===== config.mk =====
export PLATFORM = sky130hd
export DESIGN_NAME = mem_frame_arbiter
export DESIGN_NICKNAME = d
export VERILOG_FILES = /design/src/rtl/mem_frame_arbiter.sv
export SDC_FILE = /design/constraint.sdc
export NUM_CORES = 1
export LEC_CHECK = 0
export BUFFER_PORTS_ARGS = -buffer_cell sky130_fd_sc_hd__buf_2
export CORE_MARGIN = 2
export CORE_UTILIZATION = 48
export DETAILED_ROUTE_END_ITERATION = 8
export GPL_TIMING_DRIVEN = 1
export PLACE_DENSITY = 0.85
export SKIP_CTS_REPAIR_TIMING = 1
export SYNTH_ARGS = -nofsm -noshare
export SYNTH_HDL_FRONTEND = slang
export SYNTH_SLANG_ARGS = --single-unit

===== constraint.sdc =====
create_clock -name i_clk -period 5.55 [get_ports i_clk]
set_clock_uncertainty 0.15 [all_clocks]
set_input_delay 1.11 -clock i_clk [delete_from_list [all_inputs] [get_ports i_clk]]
set_output_delay 1.11 -clock i_clk [all_outputs]
set_load 0.005 [all_outputs]

===== src/rtl/mem_frame_arbiter.sv =====
// Round-robin frame arbiter: merges three framed word streams into one memory write port.
// Optional stalled-frame abort is enabled by defining MEM_ARB_TIMEOUT_EN.
module mem_frame_arbiter #(
  parameter int unsigned pTIMEOUT = 255
) (
  input  logic        i_clk,
  input  logic        i_reset,
  input  logic [2:0]  i_valid,
  output logic [2:0]  o_ready,
  input  logic [31:0] i_data_port1,
  input  logic [31:0] i_data_port2,
  input  logic [31:0] i_data_port3,
  input  logic [1:0]  i_info_port1,
  input  logic [1:0]  i_info_port2,
  input  logic [1:0]  i_info_port3,
  input  logic [1:0]  i_extra_byte1,
  input  logic [1:0]  i_extra_byte2,
  input  logic [1:0]  i_extra_byte3,
  input  logic        i_mem_full,
  output logic [31:0] o_data,
  output logic [1:0]  o_port_num,
  output logic        o_en_mem,
  output logic [1:0]  o_info_port,
  output logic [1:0]  o_extra_byte,
  output logic [7:0]  o_drop_cnt,
  output logic        o_busy
);

  typedef enum logic [0:0] {StIdle, StXfer} state_e;

  state_e      state_q, state_d;
  logic [1:0]  last_q, last_d;
  logic [1:0]  grant_q, grant_d;
  logic        en_q, en_d;
  logic [31:0] data_q, data_d;
  logic [1:0]  port_q, port_d;
  logic [1:0]  info_q, info_d;
  logic [1:0]  xb_q, xb_d;
  logic [7:0]  drop_q, drop_d;
  logic [8:0]  drop_sum;

  logic [2:0]  start_bits, cand, drop_req;
  logic [1:0]  win;
  logic [31:0] g_data;
  logic [1:0]  g_info, g_xb;
  logic        g_valid;
  logic        xfer;
  logic        tmo_fire;

  assign start_bits = {i_info_port3[0], i_info_port2[0], i_info_port1[0]};
  assign cand       = i_valid & start_bits;
  assign drop_req   = i_valid & ~start_bits;

  // First requesting port after the last frame's owner, order 0,1,2,0.
  always_comb begin
    win = 2'd0;
    unique case (last_q)
      2'd0:    win = cand[1] ? 2'd1 : (cand[2] ? 2'd2 : 2'd0);
      2'd1:    win = cand[2] ? 2'd2 : (cand[0] ? 2'd0 : 2'd1);
      default: win = cand[0] ? 2'd0 : (cand[1] ? 2'd1 : 2'd2);
    endcase
  end

  always_comb begin
    g_valid = 1'b0;
    g_data  = '0;
    g_info  = '0;
    g_xb    = '0;
    unique case (grant_q)
      2'd0: begin
        g_valid = i_valid[0];
        g_data  = i_data_port1;
        g_info  = i_info_port1;
        g_xb    = i_extra_byte1;
      end
      2'd1: begin
        g_valid = i_valid[1];
        g_data  = i_data_port2;
        g_info  = i_info_port2;
        g_xb    = i_extra_byte2;
      end
      default: begin
        g_valid = i_valid[2];
        g_data  = i_data_port3;
        g_info  = i_info_port3;
        g_xb    = i_extra_byte3;
      end
    endcase
  end

  assign xfer = (state_q == StXfer) && g_valid && !i_mem_full;

  always_comb begin
    o_ready = 3'b000;
    if (i_reset) begin
      if (state_q == StIdle) begin
        o_ready = drop_req;
      end else begin
        unique case (grant_q)
          2'd0:    o_ready = {2'b00, ~i_mem_full};
          2'd1:    o_ready = {1'b0, ~i_mem_full, 1'b0};
          default: o_ready = {~i_mem_full, 2'b00};
        endcase
      end
    end
  end

`ifdef MEM_ARB_TIMEOUT_EN
  localparam int unsigned TmoW = (pTIMEOUT > 1) ? $clog2(pTIMEOUT + 1) : 1;

  logic [TmoW-1:0] tmo_q, tmo_d;

  // Only starved cycles count; backpressure is not the source port's fault.
  always_comb begin
    tmo_d    = tmo_q;
    tmo_fire = 1'b0;
    if ((state_q != StXfer) || xfer) begin
      tmo_d = '0;
    end else if (!g_valid && !i_mem_full) begin
      if (tmo_q == TmoW'(pTIMEOUT - 1)) begin
        tmo_fire = 1'b1;
        tmo_d    = '0;
      end else begin
        tmo_d = tmo_q + 1'b1;
      end
    end
  end

  always_ff @(posedge i_clk) begin
    if (!i_reset) begin
      tmo_q <= '0;
    end else begin
      tmo_q <= tmo_d;
    end
  end
`else
  assign tmo_fire = 1'b0;
`endif

  always_comb begin
    state_d  = state_q;
    last_d   = last_q;
    grant_d  = grant_q;
    en_d     = 1'b0;
    data_d   = data_q;
    port_d   = port_q;
    info_d   = info_q;
    xb_d     = xb_q;
    drop_sum = {1'b0, drop_q};
    unique case (state_q)
      StIdle: begin
        drop_sum = {1'b0, drop_q} + 9'(drop_req[0]) + 9'(drop_req[1]) + 9'(drop_req[2]);
        if (|cand) begin
          grant_d = win;
          state_d = StXfer;
        end
      end
      StXfer: begin
        if (xfer) begin
          en_d   = 1'b1;
          data_d = g_data;
          info_d = g_info;
          xb_d   = g_xb;
          port_d = grant_q;
          if (g_info[1]) begin
            state_d = StIdle;
            last_d  = grant_q;
          end
        end else if (tmo_fire) begin
          // Close the stalled frame with a synthetic end marker.
          en_d     = 1'b1;
          data_d   = '0;
          info_d   = 2'b10;
          xb_d     = '0;
          port_d   = grant_q;
          drop_sum = {1'b0, drop_q} + 9'd1;
          state_d  = StIdle;
          last_d   = grant_q;
        end
      end
      default: state_d = StIdle;
    endcase
    drop_d = (drop_sum > 9'd255) ? 8'hff : drop_sum[7:0];
  end

  always_ff @(posedge i_clk) begin
    if (!i_reset) begin
      state_q <= StIdle;
      last_q  <= 2'd2;
      grant_q <= 2'd0;
      en_q    <= 1'b0;
      data_q  <= '0;
      port_q  <= '0;
      info_q  <= '0;
      xb_q    <= '0;
      drop_q  <= '0;
    end else begin
      state_q <= state_d;
      last_q  <= last_d;
      grant_q <= grant_d;
      en_q    <= en_d;
      data_q  <= data_d;
      port_q  <= port_d;
      info_q  <= info_d;
      xb_q    <= xb_d;
      drop_q  <= drop_d;
    end
  end

  assign o_en_mem     = en_q;
  assign o_data       = data_q;
  assign o_port_num   = port_q;
  assign o_info_port  = info_q;
  assign o_extra_byte = xb_q;
  assign o_drop_cnt   = drop_q;
  assign o_busy       = (state_q == StXfer);

endmodule

# Word level (Yosys, flattened, before mapping)
# Index checks and enable logic that the tools add are counted.
[word_totals] ff_bits=52 latch_bits=0 ram_bits=0 mem_bits_ro=0 out_inout_bits=51 mem_count=0
[op_classes] n_addsub=3 mul=0 div=0 magnitude_cmp=1 eq_ne=2 shift=0 n_mux=21 n_bitwise=5 n_reduce_logical=10
[op_table] cell="$pmux 32 s2" n=1
[op_table] cell="$add 9x1->9" n=2
[op_table] cell="$pmux 9 s2" n=1
[op_table] cell="$pmux 2 s2" n=3
[op_table] cell="$mux 2" n=5
[op_table] cell="$add 8x1->9" n=1
[op_table] cell="$gt 9x8->1 const B" n=1
[op_table] cell="$mux 8" n=1
[op_table] cell="$and 3x3->3" n=2
[op_table] cell="$mux 3" n=2
[op_table] cell="$pmux 3 s2" n=1
[op_table] cell="$reduce_and 2->1" n=3
[op_table] cell="$mux 1" n=5
[op_table] cell="$eq 2x1->1 const B" n=2
[op_table] cell="$logic_not 2->1" n=2
[op_table] cell="$pmux 1 s2" n=2
[op_table] cell="$not 3->3" n=1
[op_table] cell="$reduce_and 3->1" n=1
[op_table] cell="$reduce_or 3->1" n=1
[op_table] cell="$logic_and 1x1->1" n=2
[op_table] cell="$not 1->1" n=2
[op_table] cell="$logic_not 1->1" n=1

# Logic depth before layout (Yosys ltp)
# Gate-level depths: netlist of run 1.
[logic_depth] ltp_word=8 depth_mapped=10

# Worst setup path after synthesis of run 1
# OpenSTA, ideal clock, no wires.
[synth_path] path_kind="input to register" start="input port i_info_port1[0]" end="register drop_q[5], in the netlist o_drop_cnt[5]" arrival_ns=3.160 path_slack_ns=2.180 cell_stages=10 n_path_buf=0 cell_sequence="nand2b_1 fa_1 inv_1 ha_1 inv_1 fa_1 nor3b_1 nand4_1 nand3_1 and3_1"
[synth_between] elab_chain_cells=8
[synth_lines] element="start, declared" line="13" rtl="input logic [1:0] i_info_port1,"
[synth_lines] element="$not 3->3 *" line="52" rtl="assign drop_req = i_valid & ~start_bits;"
[synth_lines] element="$and 3x3->3 *" line="52"
[synth_lines] element="$add 8x1->9 *" line="152" rtl="drop_sum = {1'b0, drop_q} + 9'(drop_req[0]) + 9'(drop_req[1]) + 9'(drop_req[2]);"
[synth_lines] element="$add 9x1->9 * (2 in series)" line="152"
[synth_lines] element="$pmux 9 s2 *" line="150" rtl="unique case (state_q)"
[synth_lines] element="$gt 9x8->1" line="183" rtl="drop_d = (drop_sum > 9'd255) ? 8'hff : drop_sum[7:0];"
[synth_lines] element="$mux 8 *" line="183"
[synth_lines] element="end signal, assigned" line="206" rtl="drop_q <= drop_d;"
[synth_lines] element="end, declared" line="39" rtl="logic [7:0] drop_q, drop_d;"
# Every way passes the cells marked *; elsewhere a longest branch is shown, timed or not.
# A chain may end at the register's enable or synchronous reset.

# Final worst setup path of run 1
[layout_path] start="input port i_info_port3[0]" end="register drop_q[5], in the netlist o_drop_cnt[5]"
[layout_between] elab_chain_cells=6
[layout_lines] element="start, declared" line="15" rtl="input logic [1:0] i_info_port3,"
[layout_lines] element="$not 3->3 *" line="52"
[layout_lines] element="$and 3x3->3 *" line="52"
[layout_lines] element="$add 9x1->9 *" line="152"
[layout_lines] element="$pmux 9 s2 *" line="150"
[layout_lines] element="$gt 9x8->1" line="183"
[layout_lines] element="$mux 8 *" line="183"
# Marks and branches as above.

==> results of run 1 <==
-- kinds of logic after synthesis --
logic type / synth area share (%)
AO/OA/AOI/OAI: 25.6
flip-flops: 34.6
multiplexers: 14.2
AND/OR/NAND/NOR: 15.5
buffers and inverters: 7.07
adder cells (fa/ha/maj): 2.16
XOR/XNOR: 0.873
-- worst paths after layout --
kind,startpoint,to,slack [ns],cells past startpoint
setup / recovery,i_info_port3[0],o_drop_cnt[5],2.06,11
hold / removal,o_data[30],o_data[30],0.30,2
setup reg to reg,o_drop_cnt[0],o_drop_cnt[5],2.70,10
hold reg to reg,o_data[30],o_data[30],0.30,2
-- per-layer routing --
metal | up-vias | routed length (µm) | part of all wire (%) | GRT usage, %
li1 | 1513 | - | - | -
met1 | 1381 | 3250 | 41 | 26.8
met2 | 110 | 4150 | 52 | 41.3
met3 | 9 | 462 | 5.8 | 4.27
met4 | 0 | 76 | 0.96 | 5.51
met5 | - | 0 | 0 | 0
-- area by class of cell --
| type | count | area [µm²] |
|---|---|---|
| Inverter | 10 | 37.5 |
| Multi-Input combinational cell | 257 | 1760 |
| Tap cell | 75 | 93.8 |
| Fill cell | 512 | 2140 |
| Timing Repair Buffer | 167 | 843 |
| Clock buffer | 6 | 72.6 |
| Clock inverter | 1 | 5.00 |
| Sequential cell | 52 | 1040 |
-- cell usage after synthesis (3+ instances only) --
cell      number  area (µm²)
a21oi_1       47         235
inv_1          8        30.0
buf_2          5        25.0
mux2i_1       39         390
dfxtp_1       52        1040
buf_1          4        15.0
nor3_1         4        20.0
o211ai_1       7        52.6
nor2_1        13        48.8
o211ai_2      28         350
nand2b_1       3        18.8
clkbuf_1       9        33.8
nand2_1       80         300
buf_6          9         101
-- registers in the layout, summed over array words and instances (netlist names) --
signal / cells
o_busy: 1
o_port_num: 2
grant_q: 2
o_extra_byte: 2
o_en_mem: 1
o_info_port: 2
last_q: 2
o_drop_cnt: 8
o_data: 32
-- critical path, delay by kind of cell --
family                   cells  cell delay, ns
adder cells (fa/ha/maj)      3            0.98
buffers and inverters        3            0.25
AND/OR/NAND/NOR              5            1.24
-- power groups by stage --
stage / Clock (µW) / Combinational (µW) / Sequential [µW]
2_1_floorplan: 0 / 189 / 423
3_5_place_dp: 0 / 271 / 429
3_3_place_gp: 0 / 263 / 428
5_1_grt: 219 / 298 / 424
4_1_cts: 201 / 272 / 420
6_report: 195 / 269 / 420
-- stage by stage --
stage	instances	hold WS [ns]	worst slack (ns)	power, µW	cell area (µm²)
floorplan	346	0.280	2.18	612	3010
global placement	561	0.289	1.91	691	3770
detailed placement	561	0.293	1.81	700	3770
CTS	568	0.304	2.09	893	3850
global route	568	0.324	1.92	942	3850
finish	568	0.302	2.06	885	3850
-- placed cells by master (no fill, tap or decap), types with 2 or more instances in the layout --
master	count
nor2_1	13
buf_2	164
a22oi_1	2
nand3_1	2
mux2_2	2
mux2i_1	39
clkbuf_8	5
fa_1	2
inv_1	8
o21ai_0	2
a21oi_1	47
and3_1	2
o211ai_2	28
nand2b_1	3
nand2_1	80
dfxtp_1	51
nand4_1	2
ha_1	2
buf_4	3
o211ai_1	7
xnor2_1	2
nor3_1	4
==> results.md, run 1 <==
* Syn-to-layout area delta at 28.0%
* Final HPWL DP at 5900 µm
* Die height at 83.2 µm
* Layout cells sized above 1 at 42.6%
* Logic pwr share at 30.4%
* GRT Residual Overflow at 0
* Max Clock Freq at 286 MHz
* Switching portion of total power at 31.7%
* Sequential share of power at 47.5%
* EDFF count, synth at 0
* Synth unique cells at 43
* Tmin final at 3.49 ns
* Vias in the first global route at 2999
* First-pass GRT wire length at 13300 µm
* Top_reg_cell synth: dfxtp_1
* Pint at 604 µW
* Mapped Area at 3010 µm²
* Nets at 611
* Peak VDD IR at 173 µV
* Avg Inst Size Synth at 8.70 µm²
* Largest net degree at the start of global routing at 72
* Critical Path End Type: register
* Max Cap Viol at 0
* Setup TNS at 0 ns
* Lkg Pwr at 0.00178 µW
* Vias per cell at 5.30
* Detailed Routing Iterations Pass 1 at 4
* CTS tree: yes
* Max stage delay on crit path at 0.43 ns
* Slew at the pin closest to its max-slew limit at 1.07 ns
* Vias after detailed routing at 3013
* CP max-delay cell: fa_1
* Arr. time, crit path at 3.58 ns
* ANT nets after route at 0
* Clock power share at 22.1%
* TritonCTS Sinks at 52
* Clock Pin Slew Worst Setup and Hold Paths at 0.08 ns
* Drt total wl at 7940 µm
* Async SR Flop Fraction at 0%
* Total CTS buffers at 5
* Routed len/inst at 14.0 µm
* Switch Pwr at 281 µW
* Clock Root Buffer: clkbuf_8
* Headroom to the max-slew limit at 28.6%
* Placer Congestion at 0.866
* Die area at 6920 µm²
* Post-layout util at 64.3%
* Final setup violation count at 0
* Max-slew violation count at 0
* Clock Latency Late Sink at 0.29 ns
* Worst min path class: register to register
* Syn Inst Count at 346
* CP Max Fanout at 6
* Floorplan core area at 5990 µm²
* Worst Path Required at 5.64 ns
* WS Path Type: primary input to register
* All-Layer GR Usage at 22.5%
* Die W at 83.2 µm
* IO Pins at 165
* Initial core utilization at 50.2%
* H-tree depth at 2
* Period utilization at 62.9%
* Initial DRC count at 107
* Yosys warns at 0
* Seq/Total Area, Yosys at 34.6%
* Count of buffers from port buffering at 164
* Yosys reg bits at 52
* Ant diodes at 0
* Clock buffer depth at 2
* Syn_nets at 464
* DRC violations left at 0
* RSZ-0062 raised after global routing: no
* Crit path cell chain: buf_2, nand2b_1, fa_1, inv_1, ha_1, inv_1, fa_1, nor3b_1, nand4_1, nand3_1, and3_1
* Status: completed
* Cell area power density at 230 nW/µm²
* Initial antenna violation count at 0
* Final hold vios at 0
* CP startpoint kind: primary input
* # rows at 28
No activity file was read; power rests on OpenSTA's default activity.
==> run 2, diff against run 1 <==
- CORE_UTILIZATION: 48 -> 41
- PLACE_DENSITY: 0.85 -> 0.78
- clock period: 5.55 -> 3.1 ns (I/O delays scaled with it)
==> results.md, run 2 (synthesis gave the netlist of run 1 again) <==
* Status: completed (unchanged)
* Most frequent cells in the layout: buf_2, nand2_1, dfxtp_1, a21oi_1, mux2i_1 (unchanged)
* Die W at 89.7 µm (was 83.2 µm)
* Crit path capture: o_drop_cnt[4] (was o_drop_cnt[5])
* # rows at 31 (was 28)
* Peak VDD IR at 199 µV (was 173 µV)
* Nets at 618 (was 611)
* Critical Path End Type: register (unchanged)
* WS Path Type: primary input to register (unchanged)
* Final hold vios at 0 (unchanged)
* CP Max Fanout at 4 (was 6)
* FF-to-FF Start: o_drop_cnt[0] (unchanged)
* Routed len/inst at 13.9 µm (was 14.0 µm)
* R2r setup slk at 0.48 ns (was 2.70 ns)
* Final setup violation count at 0 (unchanged)
* Detailed Routing Iterations Pass 1 at 5 (was 4)
* Dpl ws at -0.00980 ns (was 1.81 ns)
* R2R depth at 11 (was 10)
* Clock power share at 22.0% (was 22.1%)
* Switching portion of total power at 32.1% (was 31.7%)
* Initial DRC count at 70 (was 107)
* CP startpoint kind: primary input (unchanged)
* TritonCTS Sinks at 52 (unchanged)
* DRC violations left at 0 (unchanged)
* Clock Latency Late Sink at 0.29 ns (about the same)
* All-Layer GR Usage at 20.2% (was 22.5%)
* Layout cells sized above 1 at 43.4% (was 42.6%)
* RSZ-0062 raised after global routing: no (unchanged)
* Total CTS buffers at 5 (unchanged)
* Initial antenna violation count at 0 (unchanged)
* Post-layout util at 55.3% (was 64.3%)
* Floorplan core area at 7180 µm² (was 5990 µm²)
* Clock Pin Slew Worst Setup and Hold Paths at 0.09 ns (was 0.08 ns)
* Vias after detailed routing at 3012 (was 3013)
* Headroom to the max-slew limit at 57.6% (was 28.6%)
* Clock buffer depth at 2 (unchanged)
* H-tree depth at 2 (unchanged)
* Syn-to-layout area delta at 32.0% (was 28.0%)
* First-pass GRT wire length at 12700 µm (was 13300 µm)
* Max-slew violation count at 0 (unchanged)
* Final worst setup slack at 0.297 ns (was 2.06 ns)
* Critical path launch point: i_info_port1[0] (was i_info_port3[0])
* GRT Residual Overflow at 0 (unchanged)
* Max Clock Freq at 357 MHz
* R2R Path End: o_drop_cnt[4] (was o_drop_cnt[5])
* Vias per cell at 5.03 (was 5.30)
* Worst Path Required at 3.18 ns (was 5.64 ns)
* Die height at 89.7 µm (was 83.2 µm)
* CTS tree: yes (unchanged)
* Die area at 8040 µm² (was 6920 µm²)
* Lkg Pwr at 0.00183 µW (was 0.00178 µW)
* Clock Root Buffer: clkbuf_8 (unchanged)
* Ant diodes at 0 (unchanged)
* Initial core utilization at 41.9% (was 50.2%)
* Count of buffers from port buffering at 164 (unchanged)
* Largest net degree at the start of global routing at 54 (was 72)
* Tmin final at 2.80 ns
* Max reg flops at 32 (unchanged)
* Placer Congestion at 0.852 (was 0.866)
* Final HPWL DP at 6390 µm (was 5900 µm)
* Period utilization at 90.4%
* Logic pwr share at 30.7% (was 30.4%)
* Arr. time, crit path at 2.89 ns (was 3.58 ns)
* Pint at 1100 µW (was 604 µW)
* Cell area power density at 406 nW/µm² (was 230 nW/µm²)
* Sequential share of power at 47.3% (was 47.5%)
* Commonest non-fill, non-tap cell in the layout: buf_2 (unchanged)
* Max Cap Viol at 0 (unchanged)
* ANT nets after route at 0 (unchanged)
* Vias in the first global route at 2779 (was 2999)
* IO Pins at 165 (unchanged)
* Drt total wl at 8330 µm (was 7940 µm)
* Slew at the pin closest to its max-slew limit at 0.636 ns (was 1.07 ns)
* Switch Pwr at 517 µW (was 281 µW)
* Worst min path class: register to register (unchanged)
-- run 2: cell count changes in the layout (fill, tap and decap cells not counted) --
| cell | delta |
|---|---|
| buf_4 | +4 |
| buf_12 | +3 |
-- run 2: cell type report --
cell class | count | area, µm²
Multi-Input combinational cell | 257 | 1760
Tap cell | 99 | 124
Sequential cell | 52 | 1040
Clock inverter | 1 | 5.00
Timing Repair Buffer | 174 | 933
Inverter | 10 | 37.5
Fill cell | 674 | 3200
Clock buffer | 6 | 72.6
-- run 2: layer usage --
metal / GRT usage [%] / share of wire (%) / vias up / wire [µm]
met4: 6.24 / 1.2 / 0 / 97
met5: 0 / 0 / - / 0
met1: 23.6 / 42 / 1376 / 3530
met3: 3.11 / 5.4 / 9 / 447
li1: - / - / 1528 / -
met2: 37.8 / 51 / 99 / 4260
-- run 2: power groups by stage --
stage	Sequential [µW]	Combinational, µW	Clock, µW
2_1_floorplan	757	338	0
3_3_place_gp	774	483	0
3_5_place_dp	779	502	0
4_1_cts	763	503	372
5_1_grt	771	555	402
6_report	763	496	355
-- run 2: worst min path at each step --
| stage | startpoint | end | slack (ns) | cells after the start |
|---|---|---|---|---|
| 2_1_floorplan | last_q[0] | last_q[0] | 0.28 | 2 |
| 3_3_place_gp | o_data[13] | o_data[13] | 0.29 | 2 |
| 3_5_place_dp | o_data[17] | o_data[17] | 0.29 | 2 |
| 4_1_cts | o_data[17] | o_data[17] | 0.31 | 2 |
| 5_1_grt | o_data[22] | o_data[22] | 0.32 | 2 |
| 6_report | o_data[26] | o_data[26] | 0.30 | 2 |
-- run 2: worst max-delay path, stage by stage --
cell and delay (ns):
buf_2 0.12, nand2b_1 0.18, fa_1 0.48, inv_1 0.07
ha_1 0.15, inv_1 0.05, fa_1 0.40, nor3b_1 0.29
buf_4 0.18, nand2_1 0.06, xor2_1 0.15, a21oi_1 0.14
-- run 2: stage by stage --
step	TNS, ns	total power, µW	cells	hold slack (ns)	area [µm²]
global placement	0	1260	592	0.290	3890
CTS	0	1640	599	0.306	3970
global route	0	1730	599	0.321	3970
floorplan	0	1100	346	0.280	3010
finish	0	1610	599	0.304	3970
detailed placement	-0.00980	1280	592	0.295	3890
==> run 3, diff against run 2 <==
--- a/config.mk
+++ b/config.mk
@@ -6,10 +6,11 @@
 export NUM_CORES = 1
 export LEC_CHECK = 0
+export ABC_AREA = 1
 export BUFFER_PORTS_ARGS = -buffer_cell sky130_fd_sc_hd__buf_2
 export CORE_MARGIN = 2
-export CORE_UTILIZATION = 41
+export CORE_UTILIZATION = 40
 export DETAILED_ROUTE_END_ITERATION = 8
 export GPL_TIMING_DRIVEN = 1
-export PLACE_DENSITY = 0.78
+export PLACE_DENSITY = 0.77
 export SKIP_CTS_REPAIR_TIMING = 1
 export SYNTH_ARGS = -nofsm -noshare
==> constraint.sdc (replaced) <==
create_clock -name i_clk -period 3.1 [get_ports i_clk]
set_clock_uncertainty 0.15 [all_clocks]
set_input_delay 0.31 -clock i_clk [delete_from_list [all_inputs] [get_ports i_clk]]
set_output_delay 0.31 -clock i_clk [all_outputs]
set_load 0.005 [all_outputs]
==> results.md, run 3 <==
* Status: completed (unchanged)
* Dpl ws at 0.533 ns (was -0.00980 ns)
* Syn-to-layout area delta at 33.8% (was 32.0%)
* Area fraction of the dominant cell type after synthesis at 36.4% (was 34.6%)
* DRC violations left at 0 (unchanged)
* Tmin final at 2.41 ns (was 2.80 ns)
* FF-to-FF Start: o_drop_cnt[0] (unchanged)
* Nets at 723 (was 618)
* Critical path launch point: o_drop_cnt[0] (was i_info_port1[0])
* Area after DPL at 3710 µm² (was 3890 µm²)
* Syn Inst Count at 455 (was 346)
* Cell area power density at 428 nW/µm² (was 406 nW/µm²)
* CP Max Fanout at 3 (was 4)
* Detailed Routing Iterations Pass 1 at 4 (was 5)
* Register area at 1040 µm² (about the same)
* Largest net degree at the start of global routing at 44 (was 54)
* CP dominant cell by count: inv_1
* Count of buffers from port buffering at 164 (unchanged)
* Clock buffer depth at 2 (unchanged)
* Yosys reg bits at 52 (unchanged)
* Final hold vios at 0 (unchanged)
* Avg Inst Size Synth at 6.28 µm² (was 8.70 µm²)
* WS Path Type: register to register (was primary input to register)
* Placer Congestion at 0.913 (was 0.852)
* IO Pins at 165 (unchanged)
* CTS tree: yes (unchanged)
* R2R depth at 11 (unchanged)
* Post-Layout Cell Count at 702 (was 599)
* # rows at 30 (was 31)
* Die height at 88.5 µm (was 89.7 µm)
* Layout cells sized above 1 at 32.2% (was 43.4%)
* Synth unique cells at 27 (was 43)
* CP max-delay cell: fa_1 (unchanged)
* First-pass GRT wire length at 13300 µm (was 12700 µm)
* Critical Path End Type: register (unchanged)
* Ant diodes at 0 (unchanged)
* Die W at 88.5 µm (was 89.7 µm)
* Drt total wl at 8190 µm (was 8330 µm)
* Vias per cell at 4.74 (was 5.03)
* All-Layer GR Usage at 20.7% (was 20.2%)
* Max stage delay on crit path at 0.46 ns (was 0.48 ns)
* H-tree depth at 2 (unchanged)
* Period utilization at 77.9% (was 90.4%)
* Clock Latency Late Sink at 0.30 ns (was 0.29 ns)
* Mapped Area at 2860 µm² (was 3010 µm²)
* Initial DRC count at 96 (was 70)
* R2r setup slk at 0.69 ns (was 0.48 ns)
* Die area at 7840 µm² (was 8040 µm²)
* Slew at the pin closest to its max-slew limit at 0.832 ns (was 0.636 ns)
* Dominant cell type by area after synthesis: dfxtp_1 (unchanged)
* Crit path capture: o_drop_cnt[5] (was o_drop_cnt[4])
* Async SR Flop Fraction at 0% (unchanged)
* Yosys warns at 0 (unchanged)
* EDFF count, synth at 0 (unchanged)
* ANT nets after route at 0 (unchanged)
* Vias in the first global route at 3112 (was 2779)
* Post-layout util at 55.7% (was 55.3%)
* Arr. time, crit path at 2.52 ns (was 2.89 ns)
* Final setup violation count at 0 (unchanged)
* Commonest non-fill, non-tap cell in the layout: buf_2 (unchanged)
* Setup TNS at 0 ns (unchanged)
* Floorplan core area at 6870 µm² (was 7180 µm²)
* Headroom to the max-slew limit at 44.4% (was 57.6%)
* Top_reg_cell synth: dfxtp_1 (unchanged)
* Lkg Pwr at 0.00207 µW (was 0.00183 µW)
* Peak VDD IR at 252 µV (was 199 µV)
* Placed Instances at 694 (was 592)
* Vias after detailed routing at 3328 (was 3012)
* Commonest cells in the netlist: nand2_1, nor2_1, dfxtp_1, nand3_1, o21ai_0 (was nand2_1, dfxtp_1, a21oi_1, mux2i_1, o211ai_2)
* Crit path cell chain: inv_1, fa_1, inv_1, ha_1, inv_1, fa_1, nor3b_1, nand3_1, nand3_1, nand2_1, inv_1 (was buf_2, nand2b_1, fa_1, inv_1, ha_1, inv_1, fa_1, nor3b_1, buf_4, nand2_1, xor2_1, a21oi_1)
* Main area contributors after synthesis: dfxtp_1, nand2_1, nor2_1, nand3_1, o21ai_0 (was dfxtp_1, mux2i_1, o211ai_2, nand2_1, a21oi_1)
* Syn_nets at 573 (was 464)
* Clock Pin Slew Worst Setup and Hold Paths at 0.10 ns (was 0.09 ns)
* Routed len/inst at 11.7 µm (was 13.9 µm)
* Max reg flops at 32 (unchanged)
* # fillers at 682 (was 674)
* Total CTS buffers at 5 (unchanged)
* Final instance area at 3820 µm² (was 3970 µm²)
* Initial core utilization at 41.6% (was 41.9%)
* Multi-input gate area at 1610 µm² (was 1760 µm²)
* Max Cap Viol at 0 (unchanged)
* CP startpoint kind: register (was primary input)
* Clock Root Buffer: clkbuf_8 (unchanged)
* GRT Residual Overflow at 0 (unchanged)
* Initial antenna violation count at 0 (unchanged)
* Max Clock Freq at 414 MHz (was 357 MHz)
* Worst min path class: primary input to register (was register to register)
* Final HPWL DP at 6100 µm (was 6390 µm)
* R2R Path End: o_drop_cnt[5] (was o_drop_cnt[4])
* Most frequent cells in the layout: buf_2, nand2_1, nor2_1, dfxtp_1, nand3_1 (was buf_2, nand2_1, dfxtp_1, a21oi_1, mux2i_1)
* Max-slew violation count at 0 (unchanged)
* Top-count cell post-synth: nand2_1 (unchanged)
* RSZ-0062 raised after global routing: no (unchanged)
* Worst Path Required at 3.21 ns (was 3.18 ns)
* Seq/Total Area, Yosys at 36.4% (was 34.6%)
* Final worst setup slack at 0.686 ns (was 0.297 ns)
* TritonCTS Sinks at 52 (unchanged)
[run 3: where the power goes]
group,internal [µW],switching [µW],leakage [µW]
registers,713,31.9,0.000423
clock network,239,219,0.0000541
logic,184,250,0.00160
[run 3: logic make-up (layout without fill, tap and decap cells)]
kind of cell / count (synthesis) / count (layout) / synth area share, %
and+or+nand+nor: 291 / 291 / 42.8
xor gates and xnor gates: 2 / 2 / 0.613
DFF: 52 / 52 / 36.4
adders and majority gates: 4 / 4 / 2.28
AOI/OAI and AO/OA: 60 / 60 / 10.5
buffers and inverters: 46 / 197 / 7.40
[run 3: critical path: cells and delay by family, from the launching register on]
family | cells | cell delay [ns]
DFF | 1 | 0.34
buffers and inverters | 4 | 0.25
adders and majority gates | 3 | 1.02
and+or+nand+nor | 4 | 0.59
[run 3: cell type report]
class / count / share of cell area (%)
Multi-Input combinational cell: 357 / 42.0
Tap cell: 96 / 3.14
Sequential cell: 52 / 27.2
Timing Repair Buffer: 169 / 22.8
Inverter: 20 / 1.96
Clock inverter: 3 / 1.11
Clock buffer: 5 / 1.80
[run 3: worst min-delay path by stage]
| stage | from | end | cells after the start |
|---|---|---|---|
| after floorplan | i_reset | grant_q[1] | 2 |
| after global placement | o_port_num[0] | o_port_num[0] | 2 |
| after detailed placement | o_port_num[0] | o_port_num[0] | 2 |
| after CTS | i_data_port2[0] | o_data[0] | 5 |
| after global routing | i_data_port2[24] | o_data[24] | 5 |
| final | i_data_port2[0] | o_data[0] | 5 |
[run 3: per-stage QoR]
step / hold slack [ns] / total power (µW)
floorplan: 0.298 / 1020
global placement: 0.296 / 1190
detailed placement: 0.305 / 1190
CTS: 0.184 / 1660
global route: 0.193 / 1750
finish: 0.183 / 1640
[run 3: metal layers]
metal	track usage (%)	share of wire (%)	routed length [µm]	vias up
met2	37.7	50	4130	94
met5	0	0	0	-
met3	4.48	5.3	437	9
met1	24.3	43	3480	1477
li1	-	-	-	1748
met4	6.20	1.6	134	0
